==> config.mk <==
export PLATFORM = sky130hd
export DESIGN_NAME = if_stage
export DESIGN_NICKNAME = d
export VERILOG_FILES = /design/src/rtl/if_stage.sv
export SDC_FILE = /design/constraint.sdc
export NUM_CORES = 1
export LEC_CHECK = 0
export CORE_ASPECT_RATIO = 2
export CORE_MARGIN = 5
export CORE_UTILIZATION = 39
export DETAILED_ROUTE_END_ITERATION = 8
export MAX_ROUTING_LAYER = met4
export PLACE_DENSITY = 0.67
export SLEW_MARGIN = 0
export SYNTH_ARGS = -nofsm -noshare
export SYNTH_HDL_FRONTEND = slang
export SYNTH_SLANG_ARGS = --single-unit
==> constraint.sdc <==
create_clock -name clk -period 4.9 [get_ports clk]
set_input_delay 0.98 -clock clk [delete_from_list [all_inputs] [get_ports clk]]
set_output_delay 0.98 -clock clk [all_outputs]
set_load 0.05 [all_outputs]
==> src/rtl/if_stage.sv <==
// Instruction fetch stage: one outstanding imem request, stall buffer and redirect handling.
// Optional performance counters are enabled with the IF_PERF_CNT_EN macro.
module if_stage #(
    parameter int unsigned        D_WIDTH  = 32,
    parameter int unsigned        RF_SIZE  = 5,
    parameter logic [D_WIDTH-1:0] RESET_PC = D_WIDTH'(32'h0000_0000)
) (
    input  logic               clk,
    input  logic               rst,
    input  logic               en,
    input  logic               redirect_valid,
    input  logic [D_WIDTH-1:0] redirect_pc,
    output logic               imem_req_valid,
    input  logic               imem_req_ready,
    output logic [D_WIDTH-1:0] imem_addr,
    input  logic               imem_rsp_valid,
    input  logic [D_WIDTH-1:0] imem_rsp_data,
    output logic [D_WIDTH-1:0] instr,
    output logic [RF_SIZE-1:0] rs1,
    output logic [RF_SIZE-1:0] rs2,
    output logic [RF_SIZE-1:0] rd,
    output logic [6:0]         opcode,
    output logic [2:0]         funct3,
    output logic [6:0]         funct7,
    output logic [D_WIDTH-1:0] pc_id,
    output logic               valid_id
`ifdef IF_PERF_CNT_EN
    ,output logic [31:0]       fetch_cnt
    ,output logic [31:0]       stall_cnt
`endif
);

    localparam logic [D_WIDTH-1:0] NOP = D_WIDTH'(32'h0000_0013);

    typedef enum logic [1:0] {StReq, StWait, StHold, StDrop} state_e;

    state_e             r_state, w_state_d;
    logic [D_WIDTH-1:0] r_pc, w_pc_d;
    logic [D_WIDTH-1:0] r_inflight_pc, w_inflight_d;
    logic [D_WIDTH-1:0] r_buf, w_buf_d;
    logic [D_WIDTH-1:0] r_instr;
    logic [D_WIDTH-1:0] r_pc_id;
    logic               r_valid_id;
    logic               w_load;
    logic [D_WIDTH-1:0] w_load_data;

    always_comb begin
        w_state_d    = r_state;
        w_pc_d       = r_pc;
        w_inflight_d = r_inflight_pc;
        w_buf_d      = r_buf;
        w_load       = 1'b0;
        w_load_data  = r_buf;
        unique case (r_state)
            StReq: begin
                if (imem_req_ready) begin
                    w_inflight_d = r_pc;
                    w_state_d    = redirect_valid ? StDrop : StWait;
                end
            end
            StWait: begin
                if (imem_rsp_valid) begin
                    if (redirect_valid) begin
                        w_state_d = StReq;
                    end else if (en) begin
                        w_load      = 1'b1;
                        w_load_data = imem_rsp_data;
                        w_pc_d      = r_inflight_pc + D_WIDTH'(4);
                        w_state_d   = StReq;
                    end else begin
                        w_buf_d   = imem_rsp_data;
                        w_state_d = StHold;
                    end
                end else if (redirect_valid) begin
                    w_state_d = StDrop;
                end
            end
            StHold: begin
                if (redirect_valid) begin
                    w_buf_d   = '0;
                    w_state_d = StReq;
                end else if (en) begin
                    w_load      = 1'b1;
                    w_load_data = r_buf;
                    w_pc_d      = r_inflight_pc + D_WIDTH'(4);
                    w_state_d   = StReq;
                end
            end
            StDrop: begin
                // A dropped response always leaves DROP, even if a new redirect arrives with it.
                if (imem_rsp_valid) begin
                    w_state_d = StReq;
                end
            end
            default: w_state_d = StReq;
        endcase
        if (redirect_valid) begin
            w_pc_d = redirect_pc;
        end
    end

    always_ff @(posedge clk) begin
        if (rst) begin
            r_state       <= StReq;
            r_pc          <= RESET_PC;
            r_inflight_pc <= '0;
            r_buf         <= '0;
        end else begin
            r_state       <= w_state_d;
            r_pc          <= w_pc_d;
            r_inflight_pc <= w_inflight_d;
            r_buf         <= w_buf_d;
        end
    end

    // Redirect forces a bubble even when ID is stalled.
    always_ff @(posedge clk) begin
        if (rst) begin
            r_instr    <= NOP;
            r_pc_id    <= '0;
            r_valid_id <= 1'b0;
        end else if (redirect_valid) begin
            r_instr    <= NOP;
            r_valid_id <= 1'b0;
        end else if (w_load) begin
            r_instr    <= w_load_data;
            r_pc_id    <= r_inflight_pc;
            r_valid_id <= 1'b1;
        end else if (en) begin
            r_instr    <= NOP;
            r_valid_id <= 1'b0;
        end
    end

`ifdef IF_PERF_CNT_EN
    logic [31:0] r_fetch_cnt;
    logic [31:0] r_stall_cnt;

    always_ff @(posedge clk) begin
        if (rst) begin
            r_fetch_cnt <= '0;
            r_stall_cnt <= '0;
        end else begin
            if (w_load) begin
                r_fetch_cnt <= r_fetch_cnt + 32'd1;
            end
            if (!en) begin
                r_stall_cnt <= r_stall_cnt + 32'd1;
            end
        end
    end

    assign fetch_cnt = r_fetch_cnt;
    assign stall_cnt = r_stall_cnt;
`endif

    assign imem_req_valid = (r_state == StReq);
    assign imem_addr      = r_pc;
    assign instr          = r_instr;
    assign opcode         = r_instr[6:0];
    assign rd             = RF_SIZE'(r_instr[11:7]);
    assign funct3         = r_instr[14:12];
    assign rs1            = RF_SIZE'(r_instr[19:15]);
    assign rs2            = RF_SIZE'(r_instr[24:20]);
    assign funct7         = r_instr[31:25];
    assign pc_id          = r_pc_id;
    assign valid_id       = r_valid_id;

endmodule

==> flow_metrics.tcl <==
set metrics [dict create \
    outcome "completed" \
    clock-skew-final_ns 0.00895 \
    clkLatencyLatePin_ns 0.43 \
    ys_seq_area_share_pct 45.0 \
    fin_ws_ns 1.76 \
    p_clk_share_pct 37.7 \
    cts_buffers 17 \
    port_buffers 199 \
    net-switching-power_uw 1210 \
    critical_path_class "input port to flop" \
    synth_top_area_cell "dfxtp_1" \
    syn_area_um2 7250 \
    power_density_nw_per_um2 382 \
    placed_area_um2 9090 \
    die_area_um2 21600 \
    root_buffer "clkbuf_16" \
    r2r-start "r_state[1]$_SDFFE_PP0P_" \
    synth.distinct_cells 44 \
    antenna_found_initial 1 \
    fin_nets 1147 \
    async_flop_share_pct 0 \
    finalCoreUtilization_pct 53.0 \
    slew_viol_final 0 \
    drive_above_1_share_pct 5.44 \
    ys_ff_latch 163 \
    finalCriticalPeriod_ns 3.14 \
    r2r_slack_ns 2.23 \
    slew_headroom_pct 15.5 \
    synth_ff_type "dfxtp_1" \
    gp_congestion 0.826 \
    drc 0 \
    rsz0062_at_grt "no" \
    first_iter_violations 333 \
    postCtsHoldBufs 0 \
    regToRegEndpoint "instr[7]$_SDFFE_PP0P_" \
    fillers 1743 \
    synthTopCellsByCount "nand2_1 (238), dfxtp_1 (163), a21oi_1 (137)" \
    syn_to_final_growth_pct 33.8 \
    pwr-share-seq_pct 39.9 \
    die_h_um 203 \
    switching_share_pct 32.6 \
    numClockSinks 163 \
    crit_arrival_ns 3.42 \
    ff_latch_area_um2 3260 \
    synthCells 946 \
    via_count 6890 \
    drt-vias-per-instance 5.30 \
    p_comb_share_pct 22.5 \
    initial_core_util_pct 39.6 \
    placedCellCount 1268 \
    setup_tns_ns 0 \
    final_antenna_net_count 0 \
    cts_resized 0 \
    track_usage_pct 21.3 \
    clockBufferDepth 2 \
    grt_max_degree 68 \
    grt_pass1_vias 6902 \
    path_max_fanout 31 \
    postCtsSetupBuffers 0 \
    multi_input_area_um2 3430 \
    syn_avg_cell_area_um2 7.66 \
    drt-pass1-iter-count 5 \
    p_int_uw 2500 \
    p_leak_uw 0.00321 \
    worst_slew_pin_slew_ns 1.26 \
    peakVddDrop_uv 264 \
    synth_warnings 0 \
    synth.area.top_cells "dfxtp_1 (45%), nand2_1 (12%), a21oi_1 (9.5%), nor2_1 (4.7%), a22oi_1 (3.9%)" \
    num_rows 70 \
    fin_area_um2 9700 \
    core_um2 18300 \
    timing.fmax_ghz 0.319 \
    dp_hpwl_mm 15.5 \
    yosysMostFrequentCell "nand2_1" \
    fin_crit_sh_pct 64.0 \
    hold_path_class "flop to flop" \
    holdPathEnd "pc_id[24]$_SDFFE_PP0P_" \
    clk_pin_slew_ns 0.06 \
    hold_viol 0 \
    maxCapViolCount 0 \
    io_pins 200 \
    wl_per_cell_um 17.1 \
    worstPathRequired_ns 5.18 \
    synth_fp_nets 1022 \
    synth-edff-count 0 \
    synth.top_cell.area_share_pct 45.0 \
    whs_path_depth 2 \
    grt_overflow 0 \
    setup_viol 0 \
    rr_worst_depth 8 \
    preCtsSetupSlack_ns 1.33 \
    cts_tree "yes" \
    wirelength_mm 22.3 \
    grt_pass1_wl_mm 35.8 \
    end_kind "flop" \
    die_w_um 106 \
    start_kind "input port" \
    h-tree-depth 4 \
    hold_start "pc_id[24]$_SDFFE_PP0P_" \
    layoutNonFillerInstCount 1301 \
]
state kept, by name, indices dropped and copies added (netlist names):
| signal | cells |
|---|---|
| imem_addr | 32 |
| instr | 32 |
| pc_id | 32 |
| r_buf | 32 |
| r_inflight_pc | 32 |
| r_state | 2 |
| valid_id | 1 |
routing by layer:
metal	part of all wire, %	track usage (%)	wire length (um)	up-vias
met5	0	-	0	-
met4	3.1	9.24	696	0
met3	4.3	3.56	958	38
met2	54	38.3	12100	219
met1	38	22.7	8510	3221
li1	-	-	-	3412
placed cells by master (no fill, tap or decap), drive strengths merged, types with 4 or more instances in the layout:
master / count
a21oi: 137
clkdlybuf4s50: 197
o32ai: 4
nand2: 238
buf: 15
nand3: 17
nand3b: 8
o22ai: 9
o21ai: 12
nand4: 10
nor2: 90
a21o: 5
dfxtp: 163
nand2b: 4
ha: 6
o31a: 6
clkbuf: 18
a31oi: 11
a211o: 6
nor4: 8
nor2b: 9
nor3: 6
and3: 5
xor2: 9
xnor2: 9
a22oi: 38
inv: 15
clkinvlp: 5
logic make-up after synthesis:
kind of cell	share of synthesized area (%)
xor gates and xnor gates	2.17
buffers and inverters	8.09
adders and majority gates	1.04
AOI/OAI and AO/OA	19.3
and+or+nand+nor	24.1
muxes	0.276
DFF	45.0
worst max-delay path by stage:
stage	start	endpoint	slack, ns	cells after the start
floorplan	en	imem_addr[31]$_SDFFE_PP0P_	2.77	6
global placement	en	instr[7]$_SDFFE_PP0P_	1.38	7
detailed placement	en	instr[7]$_SDFFE_PP0P_	1.33	7
CTS	en	instr[7]$_SDFFE_PP0P_	1.76	7
global route	en	instr[7]$_SDFFE_PP0P_	1.51	7
finish	en	instr[7]$_SDFFE_PP0P_	1.76	7
power by group through the flow:
stage | Combinational (uW) | Sequential, uW | Clock (uW)
2_1_floorplan | 465 | 1580 | 0
3_3_place_gp | 830 | 1500 | 0
3_5_place_dp | 837 | 1510 | 0
4_1_cts | 840 | 1480 | 1420
5_1_grt | 908 | 1490 | 1470
6_report | 832 | 1480 | 1400
layout make-up:
cell class	count	share of cell area, %
diodes	1	0.0258
inverters	11	0.425
flip-flops and latches	163	33.6
clock inverters	14	1.82
clock buffers	18	4.53
well taps	216	2.78
repair buffers	212	21.5
multi-input cells	666	35.3
worst max-delay path: stages:
cell             delay (ns)
clkdlybuf4s50_1        0.69
nand3_1                0.95
buf_4                  0.47
nand2_1                0.07
a21oi_1                0.06
a21oi_1                0.12
nor2_1                 0.06
per-stage QoR:
step / power, uW / hold WS (ns)
2_1_floorplan: 2040 / 0.445
3_3_place_gp: 2330 / 0.441
3_5_place_dp: 2340 / 0.449
4_1_cts: 3730 / 0.458
5_1_grt: 3860 / 0.472
6_report: 3700 / 0.455
Note: power is estimated with default switching activity, not from simulation.
